--- src/rtl/fetch_decode_execute.sv ---
// Three-stage in-order integer core (fetch, decode/issue, execute) driving external imem, dmem and a
// reserving register file; branches resolve in execute with a 2-slot penalty and HLT freezes issue.
module fetch_decode_execute #(
  parameter int WORD  = 32,
  parameter int ADDR  = 16,
  parameter int W_RD  = 4,
  parameter int W_OPR = 32
) (
  input  logic             clk,
  input  logic             reset,
  input  logic             stall_i,
  output logic             stall_o,
  output logic             v_o,
  output logic             halt_o,
  output logic [ADDR-1:0]  imem_addr_o,
  input  logic [WORD-1:0]  imem_data_i,
  output logic [ADDR-1:0]  dmem_addr_o,
  output logic             dmem_we_o,
  output logic [W_OPR-1:0] dmem_wdata_o,
  input  logic [W_OPR-1:0] dmem_rdata_i,
  output logic [W_RD-1:0]  rf_r0_o,
  output logic [W_RD-1:0]  rf_r1_o,
  input  logic [W_OPR-1:0] rf_opr0_i,
  input  logic [W_OPR-1:0] rf_opr1_i,
  input  logic             rf_reserved_i,
  output logic             rf_reserve_o,
  output logic             rf_wb_o,
  output logic [W_RD-1:0]  rf_wb_r_o,
  output logic [W_OPR-1:0] rf_result_o
);

  localparam logic [7:0] OP_ADD = 8'h00, OP_SUB = 8'h01, OP_AND = 8'h02, OP_OR  = 8'h03;
  localparam logic [7:0] OP_XOR = 8'h04, OP_ADDI = 8'h10, OP_LDI = 8'h11, OP_LD = 8'h20;
  localparam logic [7:0] OP_ST  = 8'h21, OP_CMP = 8'h30, OP_JMP = 8'h40, OP_BEQ = 8'h41;
  localparam logic [7:0] OP_BNE = 8'h42, OP_HLT = 8'hFF;

  function automatic logic writes_rd(input logic [7:0] op);
    case (op)
      OP_ADD, OP_SUB, OP_AND, OP_OR, OP_XOR, OP_ADDI, OP_LDI, OP_LD: return 1'b1;
      default: return 1'b0;
    endcase
  endfunction

  logic [ADDR-1:0]  pc;
  logic             f_v;
  logic [WORD-1:0]  f_inst;
  logic             d_v;
  logic [7:0]       d_op;
  logic [W_RD-1:0]  d_rd;
  logic [W_OPR-1:0] d_opr0, d_opr1, d_imm;
  logic             flag_z, flag_n;

  logic [7:0]       f_op;
  logic [W_OPR-1:0] f_imm, ea, diff, result;
  logic             halting, taken, issue, fetch_adv;

  assign f_op    = f_inst[31:24];
  assign f_imm   = {{(W_OPR-16){f_inst[15]}}, f_inst[15:0]};
  assign rf_r0_o = f_inst[23:20];
  assign rf_r1_o = f_inst[19:16];

  // An HLT sitting in decode already blocks issue, so nothing behind it slips into execute.
  assign halting = halt_o | (d_v & (d_op == OP_HLT));
  assign taken   = d_v & ((d_op == OP_JMP) | ((d_op == OP_BEQ) & flag_z) |
                          ((d_op == OP_BNE) & ~flag_z));
  assign issue     = f_v & ~rf_reserved_i & ~stall_i & ~halting & ~taken;
  assign fetch_adv = ~stall_i & ~halting & (~f_v | issue);

  assign stall_o      = ~fetch_adv;
  assign rf_reserve_o = issue & writes_rd(f_op);
  assign imem_addr_o  = pc;

  assign ea           = d_opr1 + d_imm;
  assign diff         = d_opr0 - d_opr1;
  assign dmem_addr_o  = ea[ADDR-1:0];
  assign dmem_wdata_o = d_opr0;
  assign dmem_we_o    = d_v & (d_op == OP_ST) & ~stall_i;

  always_comb begin
    result = d_opr0;
    case (d_op)
      OP_ADD:  result = d_opr0 + d_opr1;
      OP_SUB:  result = diff;
      OP_AND:  result = d_opr0 & d_opr1;
      OP_OR:   result = d_opr0 | d_opr1;
      OP_XOR:  result = d_opr0 ^ d_opr1;
      OP_ADDI: result = d_opr0 + d_imm;
      OP_LDI:  result = d_imm;
      OP_LD:   result = dmem_rdata_i;
      default: result = d_opr0;
    endcase
  end

  // Fetch: a taken branch redirects even while the downstream is stalled.
  always_ff @(posedge clk or negedge reset) begin
    if (!reset) begin
      pc     <= '0;
      f_v    <= 1'b0;
      f_inst <= '0;
    end else if (taken) begin
      pc  <= d_imm[ADDR-1:0];
      f_v <= 1'b0;
    end else if (fetch_adv) begin
      pc     <= pc + ADDR'(1);
      f_v    <= 1'b1;
      f_inst <= imem_data_i;
    end
  end

  always_ff @(posedge clk or negedge reset) begin
    if (!reset) begin
      d_v    <= 1'b0;
      d_op   <= '0;
      d_rd   <= '0;
      d_opr0 <= '0;
      d_opr1 <= '0;
      d_imm  <= '0;
    end else if (taken) begin
      d_v <= 1'b0;
    end else if (issue) begin
      d_v    <= 1'b1;
      d_op   <= f_op;
      d_rd   <= rf_r0_o;
      d_opr0 <= rf_opr0_i;
      d_opr1 <= rf_opr1_i;
      d_imm  <= f_imm;
    end else if (!stall_i) begin
      d_v <= 1'b0;
    end
  end

  always_ff @(posedge clk or negedge reset) begin
    if (!reset) begin
      v_o         <= 1'b0;
      rf_wb_o     <= 1'b0;
      rf_wb_r_o   <= '0;
      rf_result_o <= '0;
      flag_z      <= 1'b0;
      flag_n      <= 1'b0;
      halt_o      <= 1'b0;
    end else begin
      if (!stall_i) begin
        v_o         <= d_v;
        rf_wb_o     <= d_v & writes_rd(d_op);
        rf_wb_r_o   <= d_rd;
        rf_result_o <= result;
        if (d_v && d_op == OP_CMP) begin
          flag_z <= (diff == '0);
          flag_n <= diff[W_OPR-1];
        end
      end
      if (d_v && d_op == OP_HLT) halt_o <= 1'b1;
    end
  end

endmodule

--- config.mk ---
export PLATFORM = sky130hd
export DESIGN_NAME = fetch_decode_execute
export DESIGN_NICKNAME = d
export VERILOG_FILES = /design/src/rtl/fetch_decode_execute.sv
export SDC_FILE = /design/constraint.sdc
export NUM_CORES = 1
export LEC_CHECK = 0
export ABC_AREA = 1
export CAP_MARGIN = 20
export CELL_PAD_IN_SITES_DETAIL_PLACEMENT = 0
export CELL_PAD_IN_SITES_GLOBAL_PLACEMENT = 1
export CORE_ASPECT_RATIO = 0.9
export CORE_UTILIZATION = 45
export DETAILED_ROUTE_END_ITERATION = 8
export DONT_BUFFER_PORTS = 1
export GPL_TIMING_DRIVEN = 0
export PLACE_DENSITY_LB_ADDON = 0.1
export SETUP_SLACK_MARGIN = 0.02
export SYNTH_ARGS = -nofsm -noshare
export SYNTH_HDL_FRONTEND = slang
export SYNTH_SLANG_ARGS = --single-unit
--- constraint.sdc ---
create_clock -name clk -period 9.1 [get_ports clk]
set_clock_uncertainty 0.05 [all_clocks]
set_input_delay 0.91 -clock clk [delete_from_list [all_inputs] [get_ports clk]]
set_output_delay 0.91 -clock clk [all_outputs]
set_load 0.05 [all_outputs]
==> results.sh, run 1 <==
export IMPL_status="finished clean"
export IMPL_crit_path_max_incr_delay_ps=810
export IMPL_ys_ff_latch=182
export IMPL_antenna_found_initial=0
export IMPL_cts_tree="built"
export IMPL_synth_nets=2551
export IMPL_worst_pin_slew_ps=1200
export IMPL_setup_viol=0
export IMPL_yosysTopAreaCell="dfrtp_1"
export IMPL_post_cts_buffers=0
export IMPL_grt_max_degree=183
export IMPL_fill_cells=3510
export IMPL_critPathKind="reg2out"
export IMPL_grt_remaining_overflow=0
export IMPL_drt_pass1_iter_count=7
export IMPL_maxCapViolations=0
export IMPL_placementRows=63
export IMPL_area_growth_pct=7.53
export IMPL_fin_crit_ps=4650
export IMPL_hold_violations=0
export IMPL_ys_seq_area_share_pct=30.2
export IMPL_die_y_um=176
export IMPL_gp_congestion=1.01
export IMPL_rsz0062_at_grt="false"
export IMPL_yosys_area_top_type_share_pct=30.2
export IMPL_start_kind="register"
export IMPL_die_area_sq_um=34300
export IMPL_async_flop_share_pct=100
export IMPL_fin_setup_tns_ps=0
export IMPL_core_sq_um=32900
export IMPL_antenna_cells=0
export IMPL_via_count=15900
export IMPL_ir_worst_vdd_mv=0.307
export IMPL_clkSlewWorstSetupHoldPaths_ps=70
export IMPL_ys_top_cells_by_area="dfrtp_1, nand2_1, ha_1, inv_1, o21ai_0"
export IMPL_ff2ff_setup_slack_ps=4670
export IMPL_netlist_instances=2271
export IMPL_synth_distinct_cells=47
export IMPL_grt_pass1_vias=14600
export IMPL_postCtsResizedCells=0
export IMPL_crit_slowest_cell="xor2_1"
export IMPL_viasPerCell=5.83
export IMPL_wl_per_cell_um=24.3
export IMPL_ant_nets=0
export IMPL_cp_num_buf_inv=2
export IMPL_finalCritPeriodShare_pct=51.1
export IMPL_postPlaceCellArea_sq_um=15600
export IMPL_yosys_cell_count_top_type="nand2_1"
export IMPL_p_leak_nw=8.30
export IMPL_grt_pass1_wl_mm=95.3
export IMPL_multi_input_area_sq_um=9140
export IMPL_required_ps=8140
export IMPL_place_ws_ps=4870
export IMPL_numCtsBuffers=17
export IMPL_postSynthAreaPerCell_sq_um=6.65
export IMPL_power_density_nw_per_um2=365
export IMPL_clock_latency_ps=470
export IMPL_yosysWarnings=0
export IMPL_drc_errors=0
export IMPL_cts_hold_buffers=0
export IMPL_cpLargestDelayFamily="compound AO/OA/AOI/OAI gates"
export IMPL_min_path_type="in2async"
export IMPL_relSlewSlack_pct=20.0
export IMPL_r2r_end="rf_result_o[22]"
export IMPL_synth_edf_count=0
export IMPL_ys_flop_type="dfrtp_1"
export IMPL_root_buffer="clkbuf_16"
export IMPL_dpl_hpwl_mm=52.5
export IMPL_die_w_um=195
export IMPL_port_buffers=0
export IMPL_rr_worst_depth=26
export IMPL_reg2reg_from="d_op[3]"
export IMPL_ff_latch_area_sq_um=4550
export IMPL_setup_ws_ps=4450
export IMPL_htree_levels=4
export IMPL_netlist_area_sq_um=15100
export IMPL_clock_sinks=182
export IMPL_drive_above_1_share_pct=3.86
export IMPL_track_usage_pct=38.5
export IMPL_io_pins=246
export IMPL_cp_cell_sequence="inv_1 > fa_1 > nand3b_1 > nand2_1 > inv_1 > o21a_1 > o21ai_0 > a31oi_1 > o21ai_0 > xor2_1"
export IMPL_fin_nets=2573
export IMPL_hold_slack_ps=84.5
export IMPL_drtIter0Drc=1804
export IMPL_initial_core_util_pct=45.8
export IMPL_max_clock_path_buffers=2
export IMPL_synth_commonest_cells="nand2_1, inv_1, o21ai_0, nand3_1, dfrtp_1"
export IMPL_crit_fanout=5
export IMPL_maxSlewViolCount=0
export IMPL_drt_wl_total_mm=66.2
export IMPL_stdcell_area_sq_um=16200
export IMPL_worst_setup_path_end_kind="output port"
export IMPL_arrival_ps=3690
export IMPL_max_freq_mhz=215
## cells in the final DEF, fill, tap and decap left out, types with 5 or more instances in the layout
master     netlist  final
nand2_1        723    723
inv_1          272    272
o21ai_0        193    193
nand3_1        186    186
dfrtp_1        182    182
ha_1           145    145
nor2_1         136    136
a21oi_1        100    100
o21ai_1         54     54
nor3_1          42     42
clkbuf_1        39     40
buf_2           30     30
xor2_1          25     25
nand4_1         24     24
o211ai_1        23     23
clkbuf_16        0     17
xnor2_1         11     11
buf_4            8     10
o21bai_1         9      9
nand3b_1         8      8
nor4_1           7      6
a211oi_1         5      5
inv_8            0      5
inv_6            0      5
## where the power goes
group,internal [mW],switching [mW]
combinational,0.882,2.28
sequential,1.06,0.943
clock,0.372,0.380
## cell type report
class	count	area share [%]
clock buffer	19	2.73
buffer	80	2.31
multi-input combinational	1733	56.3
sequential	182	28.1
tap	422	3.25
inverter	276	6.38
clock inverter	13	0.794
timing repair buffer	3	0.185
## stage by stage
| stage | util [%] | instances | total power [mW] |
|---|---|---|---|
| after global routing | 49.3 | 2728 | 6.27 |
| after floorplan | - | 2271 | 4.06 |
| final | 49.3 | 2728 | 5.92 |
| after detailed placement | 47.5 | 2695 | 5.07 |
| after CTS | 49.2 | 2727 | 5.83 |
| after global placement | 47.4 | 2693 | 5.04 |
## cells by family after synthesis
logic type	count (synthesis)	synth area share, %
simple gates	1137	31.1
compound gates	412	14.9
buf+inv	356	9.35
flops	182	30.2
fa+ha+maj	148	12.4
xor+xnor	36	2.09
## state kept, by name (all words and copies together) (netlist names), 4 cells and up
signal,flops
d_opr1,32
d_op,8
f_inst,32
d_rd,4
imem_addr_o,16
rf_result_o,32
rf_wb_r_o,4
d_imm,16
dmem_wdata_o,32
## layer usage
metal  track usage, %  wire length, um  vias to the layer above
li1                 -                -                     7432
met1             54.2            29400                     7552
met2             56.2            27500                      829
met3             11.8             7440                       88
met4             11.4             1740                        2
met5             1.28               57                        -
## worst reg2reg max path, cell delays in order (launching register included)
cell and delay [ps]:
dfrtp_1 430, nor2_2 180, nand2_1 150, nor2_1 150
buf_2 290, clkbuf_1 500, nand2_1 130, o21ai_0 110
ha_1 210, inv_1 70, fa_1 380, inv_1 90
nand3_1 70, nand2_1 160, nand2_1 70, nand2_1 110
nand2_1 60, nand2_1 140, nand2_1 70, nand2_1 170
nand3_1 120, nand2_1 80, nand2_1 50, nand3_1 120
nand3_1 200, nand2_1 110, nand2_1 50
## how the worst max path moves through the flow
| stage | to | startpoint | depth (start not counted) |
|---|---|---|---|
| global route | dmem_addr_o[12] | d_imm[0] | 11 |
| finish | dmem_addr_o[12] | d_opr1[1] | 10 |
| global placement | dmem_we_o | stall_i | 4 |
| CTS | dmem_addr_o[12] | d_imm[0] | 11 |
| floorplan | dmem_we_o | stall_i | 4 |
| detailed placement | rf_result_o[22] | d_op[3] | 26 |
Power figures use the tool's default switching activity.
==> run 2: changes to the inputs <==
==> constraint.sdc (replaced) <==
create_clock -name clk -period 4.85 [get_ports clk]
set_clock_uncertainty 0.05 [all_clocks]
set_input_delay 0.485 -clock clk [delete_from_list [all_inputs] [get_ports clk]]
set_output_delay 0.485 -clock clk [all_outputs]
set_load 0.05 [all_outputs]
==> results.sh, run 2 (same netlist as run 1, synthesis figures left out) <==
export IMPL_hold_violations=4
export IMPL_placementRows=63
export IMPL_final_common_cell="nand2_1"
export IMPL_layout_common_cells="nand2_1, inv_1, o21ai_0, nand3_1, dfrtp_1"
export IMPL_post_cts_buffers=0
export IMPL_ant_nets=0
export IMPL_p_leak_nw=8.31
export IMPL_stdcell_count=2729
export IMPL_fin_setup_tns_ps=0
export IMPL_viasPerCell=5.85
export IMPL_grt_pass1_vias=14600
export IMPL_finalCritPeriodShare_pct=90.4
export IMPL_rsz0062_at_grt="false"
export IMPL_worst_setup_path_end_kind="register"
export IMPL_track_usage_pct=38.6
export IMPL_grt_remaining_overflow=0
export IMPL_initial_core_util_pct=45.8
export IMPL_root_buffer="clkbuf_16"
export IMPL_ff2ff_setup_slack_ps=460
export IMPL_rr_worst_depth=26
export IMPL_htree_levels=4
export IMPL_crit_start="d_op[3]"
export IMPL_arrival_ps=4700
export IMPL_r2r_end="rf_result_o[22]"
export IMPL_start_kind="register"
export IMPL_max_freq_mhz=228
export IMPL_drt_wl_total_mm=66.3
export IMPL_maxCapViolations=0
export IMPL_required_ps=5160
export IMPL_gp_congestion=1.01
export IMPL_wl_per_cell_um=24.3
export IMPL_setup_viol=0
export IMPL_crit_path_end="rf_result_o[22]"
export IMPL_critPathKind="reg2reg"
export IMPL_max_clock_path_buffers=2
export IMPL_numCtsBuffers=17
export IMPL_core_sq_um=32900
export IMPL_place_inst=2695
export IMPL_via_count=16000
export IMPL_reg2reg_from="d_op[3]"
export IMPL_drtIter0Drc=1801
export IMPL_drive_above_1_share_pct=3.90
export IMPL_drc_errors=0
export IMPL_area_growth_pct=7.71
export IMPL_grt_max_degree=183
export IMPL_ir_worst_vdd_mv=0.577
export IMPL_cts_hold_buffers=1
export IMPL_antenna_found_initial=0
export IMPL_crit_fanout=10
export IMPL_fin_nets=2574
export IMPL_die_area_sq_um=34300
export IMPL_status="finished, violations left"
export IMPL_relSlewSlack_pct=20.9
export IMPL_dpl_hpwl_mm=52.5
export IMPL_io_pins=246
export IMPL_grt_pass1_wl_mm=95.3
export IMPL_worst_pin_slew_ps=1190
export IMPL_antenna_cells=0
export IMPL_die_y_um=176
export IMPL_hold_slack_ps=-7.81
export IMPL_clock_latency_ps=480
export IMPL_die_w_um=195
export IMPL_power_density_nw_per_um2=685
export IMPL_port_buffers=0
export IMPL_maxSlewViolCount=0
export IMPL_min_path_type="in2async"
export IMPL_clock_sinks=182
export IMPL_drt_pass1_iter_count=7
export IMPL_violations="hold timing"
export IMPL_postCtsResizedCells=0
export IMPL_fin_crit_ps=4390
export IMPL_clkSlewWorstSetupHoldPaths_ps=90
export IMPL_cts_tree="built"
-- run 2: cell count changes in the layout (fill, tap and decap cells not counted), sizes merged --
cell  change
buf       +1
-- run 2: layout make-up --
class	count	area, sq um
buffer	80	375
clock buffer	19	443
clock inverter	13	129
inverter	276	1040
tap	422	528
fill	3506	16700
multi-input combinational	1733	9140
timing repair buffer	4	57.6
sequential	182	4550
-- run 2: worst min-delay path by stage --
stage / end / startpoint / cells after the start / slack (ps)
6_report: dmem_wdata_o[21] / reset / 1 / -8
5_1_grt: f_inst[3] / imem_data_i[3] / 2 / 60
4_1_cts: dmem_wdata_o[21] / reset / 1 / 50
3_5_place_dp: rf_result_o[21] / reset / 0 / 140
3_3_place_gp: dmem_wdata_o[22] / reset / 0 / 140
2_1_floorplan: d_imm[0] / reset / 0 / 140
-- run 2: critical path, stage by stage (launching register included) --
cell and delay (ps):
dfrtp_1 430, nor2_2 180, nand2_1 150, nor2_1 150
buf_2 290, clkbuf_1 490, nand2_1 110, o21ai_0 110
ha_1 210, inv_1 70, fa_1 380, inv_1 90
nand3_1 70, nand2_1 160, nand2_1 70, nand2_1 110
nand2_1 60, nand2_1 140, nand2_1 70, nand2_1 170
nand3_1 120, nand2_1 80, nand2_1 50, nand3_1 110
nand3_1 190, nand2_1 110, nand2_1 50
-- run 2: per-layer routing --
metal / track usage (%) / vias up / wire length [um]
met5: 1.28 / - / 57
met4: 11.4 / 2 / 1680
met3: 11.8 / 84 / 7200
met2: 56.2 / 823 / 27700
met1: 54.2 / 7633 / 29700
li1: - / 7429 / -
-- run 2: power breakdown --
| group | switching [mW] | total [mW] | internal (mW) | leakage [nW] |
|---|---|---|---|---|
| clock | 0.715 | 1.41 | 0.699 | 0.282 |
| sequential | 1.77 | 3.76 | 1.99 | 2.25 |
| combinational | 4.31 | 5.97 | 1.66 | 5.78 |
| total | 6.79 | 11.1 | 4.35 | 8.31 |
-- run 2: metrics by stage --
step / setup slack, ps / util [%] / instance area (sq um) / power (mW)
final: 465 / 49.3 / 16300 / 11.1
after global routing: 51.8 / 49.3 / 16300 / 11.8
after CTS: 578 / 49.3 / 16200 / 11.0
after detailed placement: 623 / 47.5 / 15600 / 9.51
after global placement: 613 / 47.4 / 15600 / 9.46
after floorplan: 1510 / - / 15100 / 7.62
